File: src/rtl/ball_engine_if.sv
// ball_engine_if: frame/serve/paddle inputs and ball/score outputs of the Pong game-state engine.
// Latency: none; this is a wiring bundle only.
// Backpressure: none; every signal is a level or a single-cycle pulse.
// Ports (master drives / slave drives):
//   master -> slave : frame_tick, serve, left_paddle[9:0], right_paddle[9:0]
//   slave -> master : ball_x[9:0], ball_y[9:0], score_left[3:0], score_right[3:0],
//                     score_left_pulse, score_right_pulse, in_play, game_over
interface ball_engine_if;
  logic       frame_tick;
  logic       serve;
  logic [9:0] left_paddle;
  logic [9:0] right_paddle;
  logic [9:0] ball_x;
  logic [9:0] ball_y;
  logic [3:0] score_left;
  logic [3:0] score_right;
  logic       score_left_pulse;
  logic       score_right_pulse;
  logic       in_play;
  logic       game_over;

  modport master (
    output frame_tick, serve, left_paddle, right_paddle,
    input  ball_x, ball_y, score_left, score_right,
    input  score_left_pulse, score_right_pulse, in_play, game_over
  );

  modport slave (
    input  frame_tick, serve, left_paddle, right_paddle,
    output ball_x, ball_y, score_left, score_right,
    output score_left_pulse, score_right_pulse, in_play, game_over
  );
endinterface

File: src/rtl/ball_engine.sv
// ball_engine: Pong game state (ball position/direction/speed, scores, serve/play FSM).
// Latency: one cycle; all outputs are registered and update on the edge that samples frame_tick/serve.
// Backpressure: none; frame_tick and serve are consumed when sampled and are never stalled.
// Ports:
//   clk            pixel clock
//   rst            asynchronous active-high reset
//   bus (slave)    frame_tick, serve, left_paddle, right_paddle in;
//                  ball_x, ball_y, score_left/right, score_left/right_pulse, in_play, game_over out
// Optional feature: define BALL_SPEEDUP_EN to raise the ball speed by one per paddle hit,
// saturating at MAX_SPEED; the speed drops back to BALL_SPEED on every score and on a new game.
module ball_engine #(
  parameter int LEFT_BOUNDARY   = 3,
  parameter int RIGHT_BOUNDARY  = 637,
  parameter int TOP_BOUNDARY    = 3,
  parameter int BOTTOM_BOUNDARY = 477,
  parameter int PLAYER_PADDLE_X = 10,
  parameter int AI_PADDLE_X     = 620,
  parameter int PADDLE_WIDTH    = 10,
  parameter int PADDLE_HEIGHT   = 46,
  parameter int BALL_SIZE       = 10,
  parameter int BALL_SPEED      = 2,
  parameter int MAX_SPEED       = 6,
  parameter int START_X         = 315,
  parameter int START_Y         = 235,
  parameter int SERVE_DELAY     = 60,
  parameter int WIN_SCORE       = 9
) (
  input logic         clk,
  input logic         rst,
  ball_engine_if.slave bus
);

  // Speed must let the ball land inside a paddle face window on some frame.
  localparam bit CFG_OK = (BALL_SPEED >= 1) && (BALL_SPEED <= PADDLE_WIDTH) &&
                          (MAX_SPEED >= BALL_SPEED) && (MAX_SPEED <= PADDLE_WIDTH);
  if (!CFG_OK) begin : g_bad_cfg
    $error("ball_engine: BALL_SPEED/MAX_SPEED must lie in 1..PADDLE_WIDTH");
  end

  // 11-bit comparison constants: one spare bit so no sum below can wrap.
  localparam logic [10:0] LB      = 11'(LEFT_BOUNDARY);
  localparam logic [10:0] RB      = 11'(RIGHT_BOUNDARY);
  localparam logic [10:0] TB      = 11'(TOP_BOUNDARY);
  localparam logic [10:0] BB      = 11'(BOTTOM_BOUNDARY);
  localparam logic [10:0] BS      = 11'(BALL_SIZE);
  localparam logic [10:0] PH      = 11'(PADDLE_HEIGHT);
  localparam logic [10:0] FACE_L  = 11'(PLAYER_PADDLE_X + PADDLE_WIDTH);
  localparam logic [10:0] FACE_R  = 11'(AI_PADDLE_X);
  localparam logic [10:0] SPD_INIT = 11'(BALL_SPEED);

  // Positions the ball snaps to on a bounce or serve.
  localparam logic [9:0] X_START   = 10'(START_X);
  localparam logic [9:0] Y_START   = 10'(START_Y);
  localparam logic [9:0] X_LEFT_R  = 10'(PLAYER_PADDLE_X + PADDLE_WIDTH);
  localparam logic [9:0] X_RIGHT_R = 10'(AI_PADDLE_X - BALL_SIZE);
  localparam logic [9:0] Y_TOP_R   = 10'(TOP_BOUNDARY);
  localparam logic [9:0] Y_BOT_R   = 10'(BOTTOM_BOUNDARY - BALL_SIZE);

  localparam logic [3:0]  WIN   = 4'(WIN_SCORE);
  localparam logic [15:0] DELAY = 16'(SERVE_DELAY);

  typedef enum logic [1:0] {
    ST_IDLE,
    ST_SERVE_WAIT,
    ST_PLAY,
    ST_GAME_OVER
  } state_t;

  state_t      state;
  logic [9:0]  bx, by;
  logic        dir_right, dir_down;
  logic [15:0] cnt;
  logic [3:0]  score_l, score_r;
  logic        pulse_l, pulse_r;
  logic        in_play_q, game_over_q;

`ifdef BALL_SPEEDUP_EN
  localparam logic [10:0] SPD_MAX = 11'(MAX_SPEED);
  logic [10:0] spd;
`else
  logic [10:0] spd;
  assign spd = SPD_INIT;
`endif

  // Collision and boundary tests on the current (pre-update) position.
  logic [10:0] x11, y11, r11, lp11, rp11;
  logic        ovl_l, ovl_r;
  logic        hit_l, hit_r, miss_l, miss_r;
  logic        bounce_bot, bounce_top;
  logic [9:0]  x_next, y_next;
  logic [3:0]  score_l_inc, score_r_inc;

  assign x11  = {1'b0, bx};
  assign y11  = {1'b0, by};
  assign r11  = x11 + BS;
  assign lp11 = {1'b0, bus.left_paddle};
  assign rp11 = {1'b0, bus.right_paddle};

  assign ovl_l = (y11 + BS > lp11) && (y11 < lp11 + PH);
  assign ovl_r = (y11 + BS > rp11) && (y11 < rp11 + PH);

  assign hit_l  = !dir_right && (x11 >= FACE_L) && (x11 <= FACE_L + spd) && ovl_l;
  assign miss_l = !dir_right && !hit_l && (x11 <= LB + spd);   // right player scores
  assign hit_r  = dir_right && (r11 <= FACE_R) && (r11 + spd >= FACE_R) && ovl_r;
  assign miss_r = dir_right && !hit_r && (r11 + spd >= RB);    // left player scores

  assign bounce_bot = dir_down && (y11 + BS + spd >= BB);
  assign bounce_top = !dir_down && (y11 <= TB + spd);

  always_comb begin
    x_next = bx;
    if (hit_l)          x_next = X_LEFT_R;
    else if (hit_r)     x_next = X_RIGHT_R;
    else if (dir_right) x_next = bx + spd[9:0];
    else                x_next = bx - spd[9:0];

    y_next = by;
    if (bounce_bot)     y_next = Y_BOT_R;
    else if (bounce_top) y_next = Y_TOP_R;
    else if (dir_down)  y_next = by + spd[9:0];
    else                y_next = by - spd[9:0];
  end

  // Scores saturate at WIN even though reaching WIN already stops play.
  assign score_l_inc = (score_l < WIN) ? score_l + 4'd1 : score_l;
  assign score_r_inc = (score_r < WIN) ? score_r + 4'd1 : score_r;

  always_ff @(posedge clk or posedge rst) begin
    if (rst) begin
      state       <= ST_IDLE;
      bx          <= X_START;
      by          <= Y_START;
      dir_right   <= 1'b1;
      dir_down    <= 1'b1;
      cnt         <= DELAY;
      score_l     <= 4'd0;
      score_r     <= 4'd0;
      pulse_l     <= 1'b0;
      pulse_r     <= 1'b0;
      in_play_q   <= 1'b0;
      game_over_q <= 1'b0;
`ifdef BALL_SPEEDUP_EN
      spd         <= SPD_INIT;
`endif
    end else begin
      pulse_l <= 1'b0;
      pulse_r <= 1'b0;
      case (state)
        ST_IDLE: begin
          // A frame_tick arriving with serve is not counted toward the delay.
          if (bus.serve) begin
            state <= ST_SERVE_WAIT;
            cnt   <= DELAY;
          end
        end

        ST_SERVE_WAIT: begin
          if (bus.frame_tick) begin
            if (cnt == 16'd0) begin
              state     <= ST_PLAY;
              in_play_q <= 1'b1;
            end else begin
              cnt <= cnt - 16'd1;
            end
          end
        end

        ST_PLAY: begin
          if (bus.frame_tick) begin
            if (miss_l || miss_r) begin
              // Recentre and serve toward whoever conceded; Y update is skipped.
              bx        <= X_START;
              by        <= Y_START;
              dir_right <= miss_r;
              dir_down  <= 1'b1;
              in_play_q <= 1'b0;
`ifdef BALL_SPEEDUP_EN
              spd       <= SPD_INIT;
`endif
              if (miss_r) begin
                score_l <= score_l_inc;
                pulse_l <= 1'b1;
              end else begin
                score_r <= score_r_inc;
                pulse_r <= 1'b1;
              end
              if ((miss_r && score_l_inc == WIN) || (miss_l && score_r_inc == WIN)) begin
                state       <= ST_GAME_OVER;
                game_over_q <= 1'b1;
              end else begin
                state <= ST_SERVE_WAIT;
                cnt   <= DELAY;
              end
            end else begin
              bx <= x_next;
              by <= y_next;
              if (hit_l) dir_right <= 1'b1;
              if (hit_r) dir_right <= 1'b0;
              if (bounce_bot) dir_down <= 1'b0;
              if (bounce_top) dir_down <= 1'b1;
`ifdef BALL_SPEEDUP_EN
              if ((hit_l || hit_r) && (spd < SPD_MAX)) spd <= spd + 11'd1;
`endif
            end
          end
        end

        ST_GAME_OVER: begin
          if (bus.serve) begin
            state       <= ST_SERVE_WAIT;
            cnt         <= DELAY;
            score_l     <= 4'd0;
            score_r     <= 4'd0;
            game_over_q <= 1'b0;
`ifdef BALL_SPEEDUP_EN
            spd         <= SPD_INIT;
`endif
          end
        end

        default: begin
          state <= ST_IDLE;
        end
      endcase
    end
  end

  assign bus.ball_x            = bx;
  assign bus.ball_y            = by;
  assign bus.score_left        = score_l;
  assign bus.score_right       = score_r;
  assign bus.score_left_pulse  = pulse_l;
  assign bus.score_right_pulse = pulse_r;
  assign bus.in_play           = in_play_q;
  assign bus.game_over         = game_over_q;

endmodule

File: src/flat_wrapper.sv
// flat-port wrapper written by rule: the top's interface ports become plain ports
module ball_engine_flat 
#(
  parameter int LEFT_BOUNDARY   = 3,
  parameter int RIGHT_BOUNDARY  = 637,
  parameter int TOP_BOUNDARY    = 3,
  parameter int BOTTOM_BOUNDARY = 477,
  parameter int PLAYER_PADDLE_X = 10,
  parameter int AI_PADDLE_X     = 620,
  parameter int PADDLE_WIDTH    = 10,
  parameter int PADDLE_HEIGHT   = 46,
  parameter int BALL_SIZE       = 10,
  parameter int BALL_SPEED      = 2,
  parameter int MAX_SPEED       = 6,
  parameter int START_X         = 315,
  parameter int START_Y         = 235,
  parameter int SERVE_DELAY     = 60,
  parameter int WIN_SCORE       = 9
)
  (clk, rst, bus_frame_tick, bus_serve, bus_left_paddle, bus_right_paddle, bus_ball_x, bus_ball_y, bus_score_left, bus_score_right, bus_score_left_pulse, bus_score_right_pulse, bus_in_play, bus_game_over);
  ball_engine_if bus_i ();
  input logic clk;
  input logic rst;
  input wire logic [$bits(bus_i.frame_tick)-1:0] bus_frame_tick;
  input wire logic [$bits(bus_i.serve)-1:0] bus_serve;
  input wire logic [$bits(bus_i.left_paddle)-1:0] bus_left_paddle;
  input wire logic [$bits(bus_i.right_paddle)-1:0] bus_right_paddle;
  output wire logic [$bits(bus_i.ball_x)-1:0] bus_ball_x;
  output wire logic [$bits(bus_i.ball_y)-1:0] bus_ball_y;
  output wire logic [$bits(bus_i.score_left)-1:0] bus_score_left;
  output wire logic [$bits(bus_i.score_right)-1:0] bus_score_right;
  output wire logic [$bits(bus_i.score_left_pulse)-1:0] bus_score_left_pulse;
  output wire logic [$bits(bus_i.score_right_pulse)-1:0] bus_score_right_pulse;
  output wire logic [$bits(bus_i.in_play)-1:0] bus_in_play;
  output wire logic [$bits(bus_i.game_over)-1:0] bus_game_over;
  assign bus_i.frame_tick = bus_frame_tick;
  assign bus_i.serve = bus_serve;
  assign bus_i.left_paddle = bus_left_paddle;
  assign bus_i.right_paddle = bus_right_paddle;
  assign bus_ball_x = bus_i.ball_x;
  assign bus_ball_y = bus_i.ball_y;
  assign bus_score_left = bus_i.score_left;
  assign bus_score_right = bus_i.score_right;
  assign bus_score_left_pulse = bus_i.score_left_pulse;
  assign bus_score_right_pulse = bus_i.score_right_pulse;
  assign bus_in_play = bus_i.in_play;
  assign bus_game_over = bus_i.game_over;
  ball_engine #(.LEFT_BOUNDARY(LEFT_BOUNDARY), .RIGHT_BOUNDARY(RIGHT_BOUNDARY), .TOP_BOUNDARY(TOP_BOUNDARY), .BOTTOM_BOUNDARY(BOTTOM_BOUNDARY), .PLAYER_PADDLE_X(PLAYER_PADDLE_X), .AI_PADDLE_X(AI_PADDLE_X), .PADDLE_WIDTH(PADDLE_WIDTH), .PADDLE_HEIGHT(PADDLE_HEIGHT), .BALL_SIZE(BALL_SIZE), .BALL_SPEED(BALL_SPEED), .MAX_SPEED(MAX_SPEED), .START_X(START_X), .START_Y(START_Y), .SERVE_DELAY(SERVE_DELAY), .WIN_SCORE(WIN_SCORE)) u_core (.clk(clk), .rst(rst), .bus(bus_i));
endmodule
File: config.mk
export PLATFORM = sky130hd
export DESIGN_NAME = ball_engine_flat
export DESIGN_NICKNAME = d
export VERILOG_FILES = /design/src/rtl/ball_engine_if.sv /design/src/rtl/ball_engine.sv /design/src/flat_wrapper.sv
export SDC_FILE = /design/constraint.sdc
export NUM_CORES = 1
export LEC_CHECK = 0
export ABC_CLOCK_PERIOD_IN_PS = 4850
export CAP_MARGIN = 40
export CORE_UTILIZATION = 30
export DETAILED_ROUTE_END_ITERATION = 8
export GPL_TIMING_DRIVEN = 0
export PLACE_DENSITY = 0.49
export SYNTH_ARGS = -nofsm -noshare
export SYNTH_HDL_FRONTEND = slang
export SYNTH_SLANG_ARGS = --single-unit
File: constraint.sdc
create_clock -name clk -period 4.85 [get_ports clk]
set_input_delay 0.97 -clock clk [delete_from_list [all_inputs] [get_ports clk]]
set_output_delay 0.97 -clock clk [all_outputs]
set_load 0.01 [all_outputs]
==> flow_metrics.env, run 1 <==
export IMPL_total_power_mw=1.119
export IMPL_setup_ws_ns=0.2224
export IMPL_htree_levels=2
export IMPL_finalSetupTns_ns=0
export IMPL_grt_overflow=0
export IMPL_first_pass_iters=5
export IMPL_mostFrequentLayoutCells="ha_1 (71), a21oi_1 (70), inv_1 (55), clkdlybuf4s50_1 (55), nand2_1 (53)"
export IMPL_worstSetupStartpointType="primary input"
export IMPL_root_buffer="clkbuf_16"
export IMPL_netlist_area_leader_share_pct=15.24
export IMPL_leakagePower_nw=2.909
export IMPL_setup_worst_path_end_class="flop"
export IMPL_routabilityCongestion=0.8689
export IMPL_die_area_mm2=0.01999
export IMPL_max_cap_viol_count=0
export IMPL_pin_count=56
export IMPL_routed_wl_um=16670
export IMPL_p_sw_uw=317.3
export IMPL_placed_cell_area_mm2=0.006725
export IMPL_finalMaxSlewViolations=0
export IMPL_final_common_cell="ha_1"
export IMPL_synth_area_leader_cell="ha_1"
export IMPL_setup_violations=0
export IMPL_vdd_drop_max_uv=137.3
export IMPL_synth_ff_type="dfrtp_1"
export IMPL_numPortBuffers=55
export IMPL_grt_start_max_net_pins=31
export IMPL_fin_area_mm2=0.006912
export IMPL_p_int_uw=801.5
export IMPL_ys_seq_elements=52
export IMPL_r2r_cells=15
export IMPL_final_hold_viol_count=0
export IMPL_required_ns=5.05
export IMPL_final_core_util_pct=36.58
export IMPL_vias=5586
export IMPL_period_needed_ns=4.628
export IMPL_dp_hpwl_um=12930
export IMPL_diodes=0
export IMPL_timing_fmax_ghz=0.2161
export IMPL_path_class="primary input to flop"
export IMPL_ys_seq_area_share_pct=22.71
export IMPL_hold_depth=1
export IMPL_numClockSinks=52
export IMPL_synth_distinct_cells=79
export IMPL_die_x_um=141.4
export IMPL_hold_class="flop to flop"
export IMPL_clockBufferDepth=2
export IMPL_clkLatencyLatePin_ns=0.29
export IMPL_startpoint="bus_right_paddle[1]"
export IMPL_rows=50
export IMPL_viasPerCell=5.397
export IMPL_synth_area_mm2=0.005829
export IMPL_outcome="finished, final reports clean"
export IMPL_dp_cells=1027
export IMPL_rr_startpoint="u_core.bus.ball_y[3]$_DFFE_PP1P_"
export IMPL_antenna_found_initial=0
export IMPL_postSynthAreaPerCell_um2=8.199
export IMPL_grt_pass1_vias=5586
export IMPL_grt_pass1_wl_um=27660
export IMPL_ys_warn_count=0
export IMPL_syn_to_final_growth_pct=18.57
export IMPL_p_comb_share_pct=20.8
export IMPL_num_nets_final=871
export IMPL_final_cell_count_no_fill=1035
export IMPL_drc_errors=0
export IMPL_p_sw_share_pct=28.36
export IMPL_drt_initial_drc_count=248
export IMPL_routedWlPerCell_um=16.10
export IMPL_synth_edf_count=0
export IMPL_rsz0062_at_grt="no"
export IMPL_dpl_worst_slack_ns=-0.4229
export IMPL_tightest_slew_ns=0.6162
export IMPL_drive_gt1_share_pct=8.774
export IMPL_path_max_fanout=10
export IMPL_nFillCells=2013
export IMPL_crit_arrival_ns=4.83
export IMPL_ant_nets=0
export IMPL_clkPwrFrac_pct=32.8
export IMPL_slew_headroom_pct=58.60
export IMPL_syn_num_nets=808
export IMPL_clkTransAtPathRegs_ns=0.07
export IMPL_core_area_mm2=0.01889
export IMPL_synthArstFlopShare_pct=100.0
export IMPL_grt_total_usage_pct=16.99
export IMPL_p_seq_share_pct=46.4
export IMPL_pwr_density_cell_mw_per_mm2=161.9
export IMPL_cts_made_buffers=5
export IMPL_skew_ns=0.007635
export IMPL_start_util_pct=30.85
export IMPL_hold_ws_ns=0.5175
export IMPL_die_y_um=141.4
export IMPL_syn_inst=711
export IMPL_hold_start="u_core.bus.game_over$_DFFE_PP0P_"
export IMPL_synth_area_top_cells="ha_1 (15%), dfrtp_1 (15%), dfstp_2 (8.1%)"
export IMPL_cts_hold_buf=0
export IMPL_cts_tree="yes"
export IMPL_fin_crit_sh_pct=95.41
-- registers in the layout, indices dropped and copies added, names as in the netlist --
name                          count
u_core.bus.score_right_pulse      1
u_core.bus.score_right            4
u_core.state                      2
u_core.bus.ball_y                10
u_core.cnt                       16
u_core.bus.score_left_pulse       1
u_core.dir_down                   1
u_core.bus.ball_x                10
u_core.bus.game_over              1
u_core.bus.in_play                1
u_core.dir_right                  1
u_core.bus.score_left             4
-- final timing paths --
path                                                    end  slack, ns
max                              u_core.cnt[13]$_DFFE_PP0P_       0.22
min                        u_core.bus.game_over$_DFFE_PP0P_       0.52
max reg2reg                      u_core.cnt[11]$_DFFE_PP0P_       0.38
min reg2reg                u_core.bus.game_over$_DFFE_PP0P_       0.52
max in group asynchronous  u_core.bus.ball_x[3]$_DFFE_PP1P_       3.20
min in group asynchronous    u_core.bus.in_play$_DFFE_PP0P_       1.03
-- area by class of cell --
type                    count  area [um^2]  area share [%]
plain buffers              28        137.6           1.991
clock buffers               8        146.4           2.118
inverters                  56        210.2           3.041
multi-input cells         574         4190           60.63
flip-flops and latches     52         1324           19.15
well taps                 260        325.3           4.707
repair buffers             57        578.1           8.363
-- what timing repair did --
| item | in CTS | in global routing |
|---|---|---|
| resized for setup | 2 | 6 |
| pin swaps | 0 | 1 |
| endpoints found under the setup margin | 7 | 19 |
| buffers inserted | 0 | 1 |
-- worst max-delay path, cell delays in order --
cell	delay, ns
clkdlybuf4s50_1	0.45
or3_1	0.40
a21oi_1	0.25
or3_1	0.19
xnor2_1	0.13
ha_1	0.26
a21o_1	0.16
a211o_1	0.28
o32ai_1	0.20
o211ai_1	0.21
o211ai_4	0.38
o21ai_4	0.17
o31a_1	0.34
buf_6	0.18
o41ai_2	0.25
-- cell families after synthesis --
kind of cell,count (synthesis),synth area share [%]
compound gates,249,29.66
simple gates,204,18.33
buf+inv,85,6.010
fa+ha+maj,73,15.93
flops,52,22.71
xor+xnor,41,6.160
mux,7,1.202
-- layer usage --
layer | vias to the layer above | GRT usage [%] | wire length, um
met1 | 2679 | 21.59 | 7584
met4 | 0 | 4.018 | 182
met2 | 123 | 30.69 | 8235
li1 | 2768 | - | -
met5 | - | 0 | 0
met3 | 16 | 1.822 | 664
-- synth_stat cells, types with 17 or more instances --
| cell | n |
|---|---|
| nand3_1 | 20 |
| ha_1 | 71 |
| nand2_1 | 53 |
| nor3_1 | 17 |
| nor2_1 | 35 |
| dfstp_2 | 18 |
| xnor2_1 | 32 |
| dfrtp_1 | 34 |
| a21oi_1 | 71 |
| clkbuf_1 | 18 |
| inv_1 | 56 |
| o21ai_0 | 43 |
-- power groups by stage --
stage / Sequential (mW) / Clock [mW] / Combinational (mW)
global placement: 0.525 / 0 / 0.220
floorplan: 0.514 / 0 / 0.167
finish: 0.519 / 0.367 / 0.233
CTS: 0.517 / 0.387 / 0.233
global route: 0.524 / 0.398 / 0.266
detailed placement: 0.524 / 0 / 0.232
Power figures use the tool's default switching activity.
==> run 2: changes to the inputs <==
--- a/config.mk
+++ b/config.mk
@@ -11,6 +11,7 @@
 export DETAILED_ROUTE_END_ITERATION = 8
 export GPL_TIMING_DRIVEN = 0
 export PLACE_DENSITY = 0.49
+export SKIP_LAST_GASP = 1
 export SYNTH_ARGS = -nofsm -noshare
 export SYNTH_HDL_FRONTEND = slang
 export SYNTH_SLANG_ARGS = --single-unit
==> results of run 2 <==
Same layout as run 1: the final DEF is identical, and so are final timing and power.
